[src/rtl/calc_sequencer_if.sv]
// Instruction handshake bundle between an instruction source and the
// calculator sequencer.
interface calc_sequencer_if;
  logic       instr_valid;
  logic       instr_ready;
  logic [2:0] instr_op;
  logic [1:0] instr_src;
  logic [1:0] instr_dst;
  logic [3:0] instr_imm;

  modport master (
    output instr_valid,
    output instr_op,
    output instr_src,
    output instr_dst,
    output instr_imm,
    input  instr_ready
  );

  modport slave (
    input  instr_valid,
    input  instr_op,
    input  instr_src,
    input  instr_dst,
    input  instr_imm,
    output instr_ready
  );
endinterface

[src/rtl/calc_sequencer.sv]
// Multi-cycle READ/EXEC/WB controller driving the 4x4 register file
// and the 4-bit combinational ALU, one instruction per four cycles.
module calc_sequencer #(
  parameter int CNT_W = 8
) (
  input  logic             clk,
  input  logic             rst_n,
  calc_sequencer_if.slave  instr,
  output logic [1:0]       rf_rd_addr,
  input  logic [3:0]       rf_rd_data,
  output logic             rf_we,
  output logic [1:0]       rf_we_addr,
  output logic [3:0]       rf_we_data,
  output logic [3:0]       alu_a,
  output logic [3:0]       alu_b,
  output logic [2:0]       alu_control,
  input  logic [3:0]       alu_res,
  output logic             done,
  output logic [3:0]       result,
  output logic             err,
  output logic [CNT_W-1:0] instr_count
);

  localparam logic [1:0] IDLE = 2'd0;
  localparam logic [1:0] READ = 2'd1;
  localparam logic [1:0] EXEC = 2'd2;
  localparam logic [1:0] WB   = 2'd3;

  localparam logic [2:0] OP_ILL = 3'b011;

  logic [1:0]       state_q;
  logic [2:0]       op_q;
  logic [1:0]       src_q;
  logic [1:0]       dst_q;
  logic [3:0]       imm_q;
  logic [3:0]       opa_q;
  logic [3:0]       res_q;
  logic             err_q;
  logic [CNT_W-1:0] cnt_q;

  always_ff @(posedge clk or negedge rst_n) begin
    if (!rst_n) begin
      state_q <= IDLE;
      op_q    <= '0;
      src_q   <= '0;
      dst_q   <= '0;
      imm_q   <= '0;
      opa_q   <= '0;
      res_q   <= '0;
      err_q   <= 1'b0;
      cnt_q   <= '0;
    end else begin
      err_q <= 1'b0;
      unique case (state_q)
        IDLE: begin
          if (instr.instr_valid) begin
            if (instr.instr_op == OP_ILL) begin
              err_q <= 1'b1;
            end else begin
              op_q    <= instr.instr_op;
              src_q   <= instr.instr_src;
              dst_q   <= instr.instr_dst;
              imm_q   <= instr.instr_imm;
              state_q <= READ;
            end
          end
        end
        READ: begin
          opa_q   <= rf_rd_data;
          state_q <= EXEC;
        end
        EXEC: begin
          res_q   <= alu_res;
          state_q <= WB;
        end
        WB: begin
          cnt_q   <= cnt_q + CNT_W'(1);
          state_q <= IDLE;
        end
        default: state_q <= IDLE;
      endcase
    end
  end

  // Moore outputs: decoded from state and latched fields only
  assign instr.instr_ready = (state_q == IDLE);
  assign rf_we       = (state_q == WB);
  assign done        = (state_q == WB);
  assign err         = err_q;
  assign rf_rd_addr  = src_q;
  assign rf_we_addr  = dst_q;
  assign rf_we_data  = res_q;
  assign result      = res_q;
  assign alu_a       = opa_q;
  assign alu_b       = imm_q;
  assign alu_control = op_q;
  assign instr_count = cnt_q;

endmodule

[src/flat_wrapper.sv]
// flat-port wrapper written by rule: the top's interface ports become plain ports
module calc_sequencer_flat 
#(
  parameter int CNT_W = 8
)
  (clk, rst_n, rf_rd_addr, rf_rd_data, rf_we, rf_we_addr, rf_we_data, alu_a, alu_b, alu_control, alu_res, done, result, err, instr_count, instr_instr_valid, instr_instr_op, instr_instr_src, instr_instr_dst, instr_instr_imm, instr_instr_ready);
  calc_sequencer_if instr_i ();
  input  logic clk;
  input  logic rst_n;
  output logic [1:0] rf_rd_addr;
  input  logic [3:0] rf_rd_data;
  output logic rf_we;
  output logic [1:0] rf_we_addr;
  output logic [3:0] rf_we_data;
  output logic [3:0] alu_a;
  output logic [3:0] alu_b;
  output logic [2:0] alu_control;
  input  logic [3:0] alu_res;
  output logic done;
  output logic [3:0] result;
  output logic err;
  output logic [CNT_W-1:0] instr_count;
  input wire logic [$bits(instr_i.instr_valid)-1:0] instr_instr_valid;
  input wire logic [$bits(instr_i.instr_op)-1:0] instr_instr_op;
  input wire logic [$bits(instr_i.instr_src)-1:0] instr_instr_src;
  input wire logic [$bits(instr_i.instr_dst)-1:0] instr_instr_dst;
  input wire logic [$bits(instr_i.instr_imm)-1:0] instr_instr_imm;
  output wire logic [$bits(instr_i.instr_ready)-1:0] instr_instr_ready;
  assign instr_i.instr_valid = instr_instr_valid;
  assign instr_i.instr_op = instr_instr_op;
  assign instr_i.instr_src = instr_instr_src;
  assign instr_i.instr_dst = instr_instr_dst;
  assign instr_i.instr_imm = instr_instr_imm;
  assign instr_instr_ready = instr_i.instr_ready;
  calc_sequencer #(.CNT_W(CNT_W)) u_core (.clk(clk), .rst_n(rst_n), .instr(instr_i), .rf_rd_addr(rf_rd_addr), .rf_rd_data(rf_rd_data), .rf_we(rf_we), .rf_we_addr(rf_we_addr), .rf_we_data(rf_we_data), .alu_a(alu_a), .alu_b(alu_b), .alu_control(alu_control), .alu_res(alu_res), .done(done), .result(result), .err(err), .instr_count(instr_count));
endmodule
[config.mk]
export PLATFORM = sky130hd
export DESIGN_NAME = calc_sequencer_flat
export DESIGN_NICKNAME = d
export VERILOG_FILES = /design/src/rtl/calc_sequencer_if.sv /design/src/rtl/calc_sequencer.sv /design/src/flat_wrapper.sv
export SDC_FILE = /design/constraint.sdc
export NUM_CORES = 1
export LEC_CHECK = 0
export CORE_MARGIN = 2
export CORE_UTILIZATION = 45
export DETAILED_ROUTE_END_ITERATION = 8
export PLACE_DENSITY_LB_ADDON = 0.25
export SLEW_MARGIN = 10
export SYNTH_ARGS = -nofsm -noshare
export SYNTH_HDL_FRONTEND = slang
export SYNTH_SLANG_ARGS = --single-unit
[constraint.sdc]
create_clock -name clk -period 2.25 [get_ports clk]
set_input_delay 0.5625 -clock clk [delete_from_list [all_inputs] [get_ports clk]]
set_output_delay 0.5625 -clock clk [all_outputs]
set_load 0.01 [all_outputs]
==> results of run 1 <==
==> worst min path at each step <==
stage,to,cells past startpoint
after global placement,u_core.instr_count[7],1
after floorplan,u_core.alu_a[0],0
after global routing,u_core.instr_count[7],1
final,u_core.instr_count[7],1
after detailed placement,u_core.instr_count[7],1
after CTS,u_core.instr_count[7],1
==> cells in the mapped netlist, drive strengths merged <==
| master | n |
|---|---|
| nand2 | 4 |
| xor2 | 3 |
| o22a | 2 |
| nand3b | 1 |
| a21boi | 1 |
| nor2 | 3 |
| nand4 | 3 |
| buf | 6 |
| nor3 | 1 |
| and3 | 1 |
| mux2 | 19 |
| a21oi | 2 |
| ha | 5 |
| dfrtp | 30 |
| xnor2 | 4 |
| inv | 2 |
| nor2b | 1 |
==> worst max-delay path, cell delays in order (launching register included) <==
cell             delay (ps)
dfrtp_1                 420
ha_2                    300
clkdlybuf4s50_1         560
==> cell families (layout without fill, tap and decap cells) <==
family                   Yosys count  count (layout)  share of synthesized area, %
flip-flops                        30              30                          56.7
multiplexers                      19              19                          18.4
AND/OR/NAND/NOR                   14              14                          7.84
buffers and inverters              8              66                          4.91
XOR/XNOR                           7               7                          4.63
adder cells (fa/ha/maj)            5               5                          4.72
AO/OA/AOI/OAI                      5               5                          2.83
==> cell usage in the layout (no fill, tap or decap) <==
cell	count
a21boi_0	1
a21oi_1	2
and3_1	1
buf_4	1
clkbuf_1	2
clkbuf_4	5
clkdlybuf4s50_1	55
dfrtp_1	30
dlymetal6s2s_1	1
ha_1	3
ha_2	2
inv_1	2
mux2_2	11
mux2_4	8
nand2_1	3
nand2_2	1
nand3b_4	1
nand4_1	2
nand4_2	1
nor2_1	3
nor2b_4	1
nor3_2	1
o22a_2	2
xnor2_1	4
xor2_1	3
==> layout make-up <==
type | instances | share of cell area (%)
inverter | 2 | 0.390
tap | 31 | 2.01
sequential | 30 | 39.0
clock buffer | 7 | 2.34
timing repair buffer | 57 | 29.6
multi-input combinational | 50 | 26.7
==> stage by stage <==
step | total power (µW) | instance area [µm²]
CTS | 2620 | 1920
global route | 2760 | 1930
finish | 2590 | 1930
detailed placement | 2320 | 1870
floorplan | 1680 | 1330
global placement | 2280 | 1870
==> registers in the layout, indices dropped and copies added, names as in the netlist <==
name                cells
u_core.state_q          2
u_core.alu_control      3
u_core.result           4
u_core.alu_a            4
u_core.instr_count      8
u_core.rf_rd_addr       2
u_core.err              1
u_core.rf_we_addr       2
u_core.alu_b            4
==> routing by layer <==
metal | GRT usage, % | routed length [µm] | up-vias
li1 | - | - | 411
met1 | 17.6 | 981 | 449
met2 | 27.9 | 1240 | 36
met3 | 5.58 | 167 | 7
met4 | 7.97 | 53 | 0
met5 | 0 | 0 | -
==> repair_timing <==
| item | in CTS | in global routing |
|---|---|---|
| resized for setup | 1 | 2 |
| endpoints found under the setup margin | 2 | 1 |
| hold endpoints to repair | 0 | 0 |
==> power groups by stage <==
stage	combinational (µW)	sequential (µW)	clock [µW]
after floorplan	621	1060	0
after global placement	1310	968	0
after detailed placement	1340	982	0
after CTS	1350	978	293
after global routing	1430	1010	317
final	1330	975	284
==> metrics, run 1 <==
Post-Syn Instances 88; Initial Utilization 47.6%; Clock power frac 11.0%; cell taking the most area after synthesis dfrtp_1; Worst Setup SP u_core.state_q[0]; Syn Std Cell Area 0.00133 mm²; Remaining Overflow, GRT 0; router iterations before antenna repair 4; Post-CTS Setup Bufs 0; Finished Core Util 69.3%; period utilization 96.1%; FF/Latch Area 751 µm²; post-synthesis cell type count 21; clk sinks 30; Hold Path Class reg2reg; num rows 19; Core Box Area 0.00278 mm²; DP Wirelength 1820 µm; outcome finished, final reports clean; Rel. slew slack 74.0%; post-place setup slack 172 ps; clk_lat worst skew 320 ps; Reg power frac 37.7%; maximum clock insertion buffer count 2; crit path launch type flop; Multi-input gate area 514 µm²; worst r2r path cells 5; Final ANT Viol Nets 0; Comb power frac 51.3%; fmax 463 MHz; root buffer cell clkbuf_4; min cycle time layout 2160 ps; Global Route Usage Sum 16.2%; syn avg cell area 15.1 µm²; WS Path Type reg2out; Seq/Total Area, Yosys 56.7%; switching power summed over all nets 828 µW; Worst EP arrival 1600 ps; TritonCTS buffer count 5; Post-Route Setup TNS 0 ps; RR Startpoint u_core.state_q[0]; non-filler instance count after layout 177; IO buf count 56; CP Data Required Time 1690 ps; final setup violation count 0; WL/cell 13.8 µm; Max Slew Vio Count 0; drt drc 0; most area-consuming cells after synthesis dfrtp_1 (57%), mux2_2 (9.3%), mux2_4 (9.1%), ha_1 (4.7%), buf_4 (2.8%); reg2reg setup slack 560 ps; Fillers 209; hold violation count in the final report 0; synthesized flop and latch total 30; vias after detailed routing 903; WL final 2440 µm; crit-path max FO 8; Critical R2R Capture u_core.rf_we_addr[0]; Die W 58.3 µm; vias per cell 5.10; initial antenna violation count 0; clk slew on worst S/H paths 90 ps; P_int 1760 µW; # IOs 57; die area 0.00339 mm²; syn nets 115; crit path to rf_we; PnR worst setup slack 88.4 ps; first-pass GRT wire length 4090 µm; die outline height 58.3 µm; initial drt markers 16; Yosys warning count 0; Worst-Margin Slew 389 ps; switching share of power 32.0%; vias in the first global route 954; CTS tree done; CTS Hold Bufs 0; dpl cells 170; clock skew 7.33 ps; RePlAce Congestion 0.770; share of cells above drive strength 1 23.3%; H-tree levels 2; Max Cap Viol 0; worst hold slack 468 ps; Cell Pwr Density 1340 mW/mm²; n_diodes 0; P&R area growth vs syn 45.4%; post-synth top area share 56.7%; Worst IR Drop VDD 0.000986 V; largest net degree at the start of global routing 31; CP endpoint kind output port; # nets final 173; hold path startpoint u_core.instr_count[7]; Static Leak 0.000855 µW
(Power assumes the default switching activity.)
==> run 2, diff against run 1 <==
--- a/config.mk
+++ b/config.mk
@@ -8,6 +8,7 @@
 export CORE_MARGIN = 2
 export CORE_UTILIZATION = 45
 export DETAILED_ROUTE_END_ITERATION = 8
+export GPL_ROUTABILITY_DRIVEN = 0
 export PLACE_DENSITY_LB_ADDON = 0.25
 export SLEW_MARGIN = 10
 export SYNTH_ARGS = -nofsm -noshare
==> constraint.sdc (replaced) <==
create_clock -name clk -period 2.7 [get_ports clk]
set_input_delay 0.675 -clock clk [delete_from_list [all_inputs] [get_ports clk]]
set_output_delay 0.675 -clock clk [all_outputs]
set_load 0.01 [all_outputs]
==> metrics, run 2 (synthesis gave the netlist of run 1 again) <==
post-place setup slack 507 ps (+335 ps); IO buf count 56 (unchanged); CTS tree done; Cell Pwr Density 1150 mW/mm² (-14%); DP Wirelength 1840 µm (+1.1%); Max Slew Vio Count 0 (unchanged); TritonCTS buffer count 5 (unchanged); non-filler instance count after layout 178 (+0.56%); Initial Utilization 47.6% (unchanged); worst r2r path cells 5 (unchanged); Remaining Overflow, GRT 0 (unchanged); most common cell after layout, fill and taps aside clkdlybuf4s50_1; hold violation count in the final report 0 (unchanged); Worst EP arrival 1720 ps (+120 ps); max reg flops 8 (unchanged); router iterations before antenna repair 4 (unchanged); Core Box Area 0.00278 mm² (unchanged); P&R area growth vs syn 47.4%; largest net degree at the start of global routing 31 (unchanged); clk sinks 30 (unchanged); WL final 2460 µm (+1.1%); period utilization 88.6%; hold endpoint u_core.instr_count[7]; first-pass GRT wire length 4030 µm (-1.5%); CTS Hold Bufs 0 (unchanged); die outline height 58.3 µm (unchanged); dpl cells 170 (unchanged); Worst IR Drop VDD 0.000895 V (-9.2%); vias per cell 4.95 (-3.0%); clk slew on worst S/H paths 100 ps (about the same); CP endpoint kind output port; Critical R2R Capture u_core.rf_we_addr[0]; clk_lat worst skew 330 ps (about the same); num rows 19 (unchanged); Max Cap Viol 0 (unchanged); clock skew 8.54 ps (+1.22 ps); final setup violation count 0 (unchanged); Finished Core Util 70.2% (+0.94 points); crit path launch type flop; PostCTS Resize Cnt 0 (-1); Hold Path Class reg2reg; crit-path max FO 8 (unchanged); fmax 418 MHz; Global Route Usage Sum 16.1% (-0.13 points); die area 0.00339 mm² (unchanged); # IOs 57 (unchanged); Die W 58.3 µm (unchanged); drt drc 0 (unchanged); PnR worst setup slack 309 ps (+220 ps); initial antenna violation count 0 (unchanged); hold path cells 1 (unchanged); Post-CTS Setup Bufs 0 (unchanged); Static Leak 0.000864 µW (+1.1%); # nets final 173 (unchanged); WL/cell 13.8 µm (+0.50%); H-tree levels 2 (unchanged); reg2reg setup slack 940 ps (+380 ps); Rel. slew slack 73.6% (-0.42 points); Post-Route Setup TNS 0 ps (unchanged); hold path startpoint u_core.instr_count[7]; root buffer cell clkbuf_4; Final ANT Viol Nets 0 (unchanged); RR Startpoint u_core.state_q[0]; maximum clock insertion buffer count 2 (unchanged); initial drt markers 24 (+8); RSZ-0062 raised after global routing no; share of cells above drive strength 1 23.8% (+0.52 points); vias in the first global route 856 (-10%); CP Data Required Time 2030 ps (+340 ps); min cycle time layout 2390 ps; n_diodes 0 (unchanged); most frequent cells in the layout clkdlybuf4s50_1 (56), dfrtp_1 (30), mux2_2 (11); Worst-Margin Slew 396 ps (+6.36 ps); vias after detailed routing 881 (-2.4%); WS Path Type reg2out; outcome finished, final reports clean
==> run 2: changes by cell type in the layout (fill, tap and decap cells not counted), sizes merged <==
cell / change
clkdlybuf4s50: +1
clkbuf: +1
dlymetal6s2s: -1
==> run 2: final cells by class <==
| cell class | count | area (µm²) |
|---|---|---|
| inverter | 2 | 7.51 |
| tap | 31 | 38.8 |
| fill | 210 | 828 |
| timing repair buffer | 57 | 568 |
| multi-input combinational | 50 | 509 |
| clock buffer | 8 | 78.8 |
| sequential | 30 | 751 |
==> run 2: worst max path at each step <==
stage	slack (ps)	depth (start not counted)	endpoint	from
2_1_floorplan	1130	2	rf_we	u_core.state_q[0]
3_3_place_gp	540	4	u_core.rf_we_addr[0]	instr_instr_op[2]
3_5_place_dp	510	4	u_core.rf_we_addr[0]	instr_instr_valid
4_1_cts	280	2	rf_we	u_core.state_q[0]
5_1_grt	210	2	done	u_core.state_q[0]
6_report	310	2	rf_we	u_core.state_q[0]
==> run 2: power by group <==
part	internal, µW	switching, µW
Clock	178	153
Combinational	709	396
Sequential	654	154
Total	1540	703
==> run 2: stage by stage <==
step	hold WS (ps)	instance area (µm²)	power, µW
floorplan	379	1330	1400
global placement	455	1870	1900
detailed placement	459	1870	1940
CTS	474	1950	2280
global route	511	1950	2380
finish	467	1950	2240
==> run 2: layer usage <==
layer	up-vias	global-route usage [%]	wire, µm
met3	2	7.14	188
met4	0	4.98	26
li1	415	-	-
met5	-	0	0
met1	426	19.6	1030
met2	38	25.7	1220
==> run 2: worst max-delay path: stages (launching register included) <==
cell and delay [ps]:
dfrtp_1 420, ha_1 360, clkdlybuf4s50_1 600
==> patch: new RTL, settings of run 1 <==
`CNT_W` is set to 8 in 2 places; all go to 6.
--- a/src/rtl/calc_sequencer.sv
+++ b/src/rtl/calc_sequencer.sv
@@ -2,5 +2,5 @@
 // and the 4-bit combinational ALU, one instruction per four cycles.
 module calc_sequencer #(
-  parameter int CNT_W = 8
+  parameter int CNT_W = 6
 ) (
   input  logic             clk,
--- a/src/flat_wrapper.sv
+++ b/src/flat_wrapper.sv
@@ -2,5 +2,5 @@
 module calc_sequencer_flat 
 #(
-  parameter int CNT_W = 8
+  parameter int CNT_W = 6
 )
   (clk, rst_n, rf_rd_addr, rf_rd_data, rf_we, rf_we_addr, rf_we_data, alu_a, alu_b, alu_control, alu_res, done, result, err, instr_count, instr_instr_valid, instr_instr_op, instr_instr_src, instr_instr_dst, instr_instr_imm, instr_instr_ready);
Ports: changed (resized instr_count); port bits go from 57 to 55. No check against the original RTL was run, so the function may have changed too.
==> patch against run 1 <==
Synthesized area is 7.6% lower. Worst setup slack better by 0.022 ns. Total power is 3.0% lower. Critical path type unchanged. Largest power group unchanged. Count of clock-buffer cells in the layout fell by 3. Clock power decreased by 13%. Sequential cell count fell by 2. Routed wire length is 0.66% lower. Clock skew shrank 0.0031 ns. Sequential share of layout area is 0.13 points lower. Final area shrank 6.4%. Utilization increased by 2.3 points. Synthesized cell count decreased by 9.1%.
==> patch: results (changes against run 1) <==
| Metric | Value |
|---|---|
| Worst Reg-to-Reg Cells | `5 (unchanged)` |
| GRT Overall Usage | `16.59% (was 16.22%)` |
| Reg2reg setup slack | `0.54 ns (was 0.56 ns)` |
| Fmax | `0.4674 GHz (was 0.4626 GHz)` |
| DR WL/cell | `14.77 µm (was 13.77 µm)` |
| Worst r2r dst | `u_core.rf_we_addr[1] (was u_core.rf_we_addr[0])` |
| Initial antenna violation count | `0 (unchanged)` |
| Maximum VDD drop | `0.0009015 V (was 0.0009858 V)` |
| Share of layout cells above drive strength 1 | `23.88% (was 23.29%)` |
| Kind of critical path | `reg -> out (unchanged)` |
| Worst EP arrival | `1.58 ns (was 1.60 ns)` |
| Sequential area share after synthesis | `57.20% (was 56.66%)` |
| Clk slew on worst S/H paths | `0.15 ns (was 0.09 ns)` |
| Slew HR | `73.95% (was 74.00%)` |
| Max reg flops | `6 (was 8)` |
| CP Max Fanout | `7 (was 8)` |
| Vias in the first global route | `855 (was 954)` |
| GP Congestion | `0.7564 (was 0.7699)` |
| CTS Buf Count | `3 (was 5)` |
| Status | `completed (unchanged)` |
| Synth area leaders | `dfrtp_1 57%, mux2_2 10%, mux2_4 9.8% (was dfrtp_1 57%, mux2_2 9.3%, mux2_4 9.1%)` |
| Grt met3 use | `3.023% (was 5.580%)` |
| Htree depth | `1 (was 2)` |
| Crit-path slowest cell | `clkdlybuf4s50_1 (unchanged)` |
| Syn nets | `107 (was 115)` |
| Cells resized by post-CTS repair | `1 (unchanged)` |
| End of the worst hold path | `u_core.instr_count[5] (was u_core.instr_count[7])` |
| M2 GR Usage | `29.41% (was 27.93%)` |
| IO buf count | `54 (was 56)` |
| Largest net degree at the start of global routing | `29 (was 31)` |
| Unique cell type count in the Yosys netlist | `18 (was 21)` |
| HP Start | `u_core.instr_count[5] (was u_core.instr_count[7])` |
| Clock root buffer | `clkbuf_4 (unchanged)` |
| YS warnings | `0 (unchanged)` |
| First-pass GRT wire length | `4.126 mm (was 4.091 mm)` |
| Post-synth top cells | `28 x dfrtp_1, 11 x mux2_2, 8 x mux2_4, 5 x buf_4, 5 x ha_1 (was 30 x dfrtp_1, 11 x mux2_2, 8 x mux2_4, 5 x buf_4, 5 x ha_1)` |
| DP HPWL | `1.870 mm (was 1.821 mm)` |
| Worst-skew pair later-pin latency | `0.32 ns (about the same)` |
| Leakage power total | `0.0007952 µW (was 0.0008546 µW)` |
| Total number of vias | `829 (was 903)` |
| Clock Skews | `0.004195 ns (was 0.007326 ns)` |
| Final #Nets | `162 (was 173)` |
| Place WS | `0.1225 ns (was 0.1718 ns)` |
| Iter 0 DRT Violations | `4 (was 16)` |
| GRT met1 Usage | `20.36% (was 17.64%)` |
| Hold path depth | `1 (unchanged)` |
[patch: cell families (layout without fill, tap and decap cells)]
| group | Yosys count | count (layout) | share of synthesized area [%] |
|---|---|---|---|
| adder cells (fa/ha/maj) | 5 | 5 | 5.107 |
| XOR/XNOR | 5 | 5 | 3.576 |
| AO/OA/AOI/OAI | 5 | 5 | 3.065 |
| AND/OR/NAND/NOR | 10 | 10 | 5.822 |
| flip-flops | 28 | 28 | 57.20 |
| buffers and inverters | 8 | 62 | 5.312 |
| multiplexers | 19 | 19 | 19.92 |
[patch: layout make-up]
type                    instances  area, µm²
clock buffers                   4      36.28
fillers                       186      718.2
inverters                       2      7.507
multi-input cells              44      464.2
flip-flops and latches         28      700.7
well taps                      30      37.54
repair buffers                 56      558.0
[patch: metrics by stage]
stage | area [µm²] | hold WS [ns] | total power, µW | std cells | util (%)
finish | 1804 | 0.4793 | 2507 | 164 | 71.53
global placement | 1753 | 0.4572 | 2215 | 159 | 69.49
floorplan | 1225 | 0.2669 | 1627 | 80 | -
CTS | 1792 | 0.4886 | 2527 | 163 | 71.03
detailed placement | 1753 | 0.4674 | 2273 | 159 | 69.49
global route | 1804 | 0.4970 | 2660 | 164 | 71.53
[patch: layer usage]
layer / vias up / part of all wire [%]
met1: 416 / 39
met3: 2 / 6.3
met4: 0 / 0.62
met5: - / 0
met2: 33 / 54
li1: 378 / -
[patch: worst max-delay path: cells and delay by family (launching register included)]
kind       cells  cell delay, ns
fa+ha+maj      1            0.27
buf+inv        1            0.56
flops          1            0.42
[patch: power by group]
group / internal, µW / switching (µW) / total (µW)
Sequential: 747 / 174 / 921
Combinational: 862 / 478 / 1340
Clock: 99.0 / 147 / 246
Total: 1710 / 799 / 2510
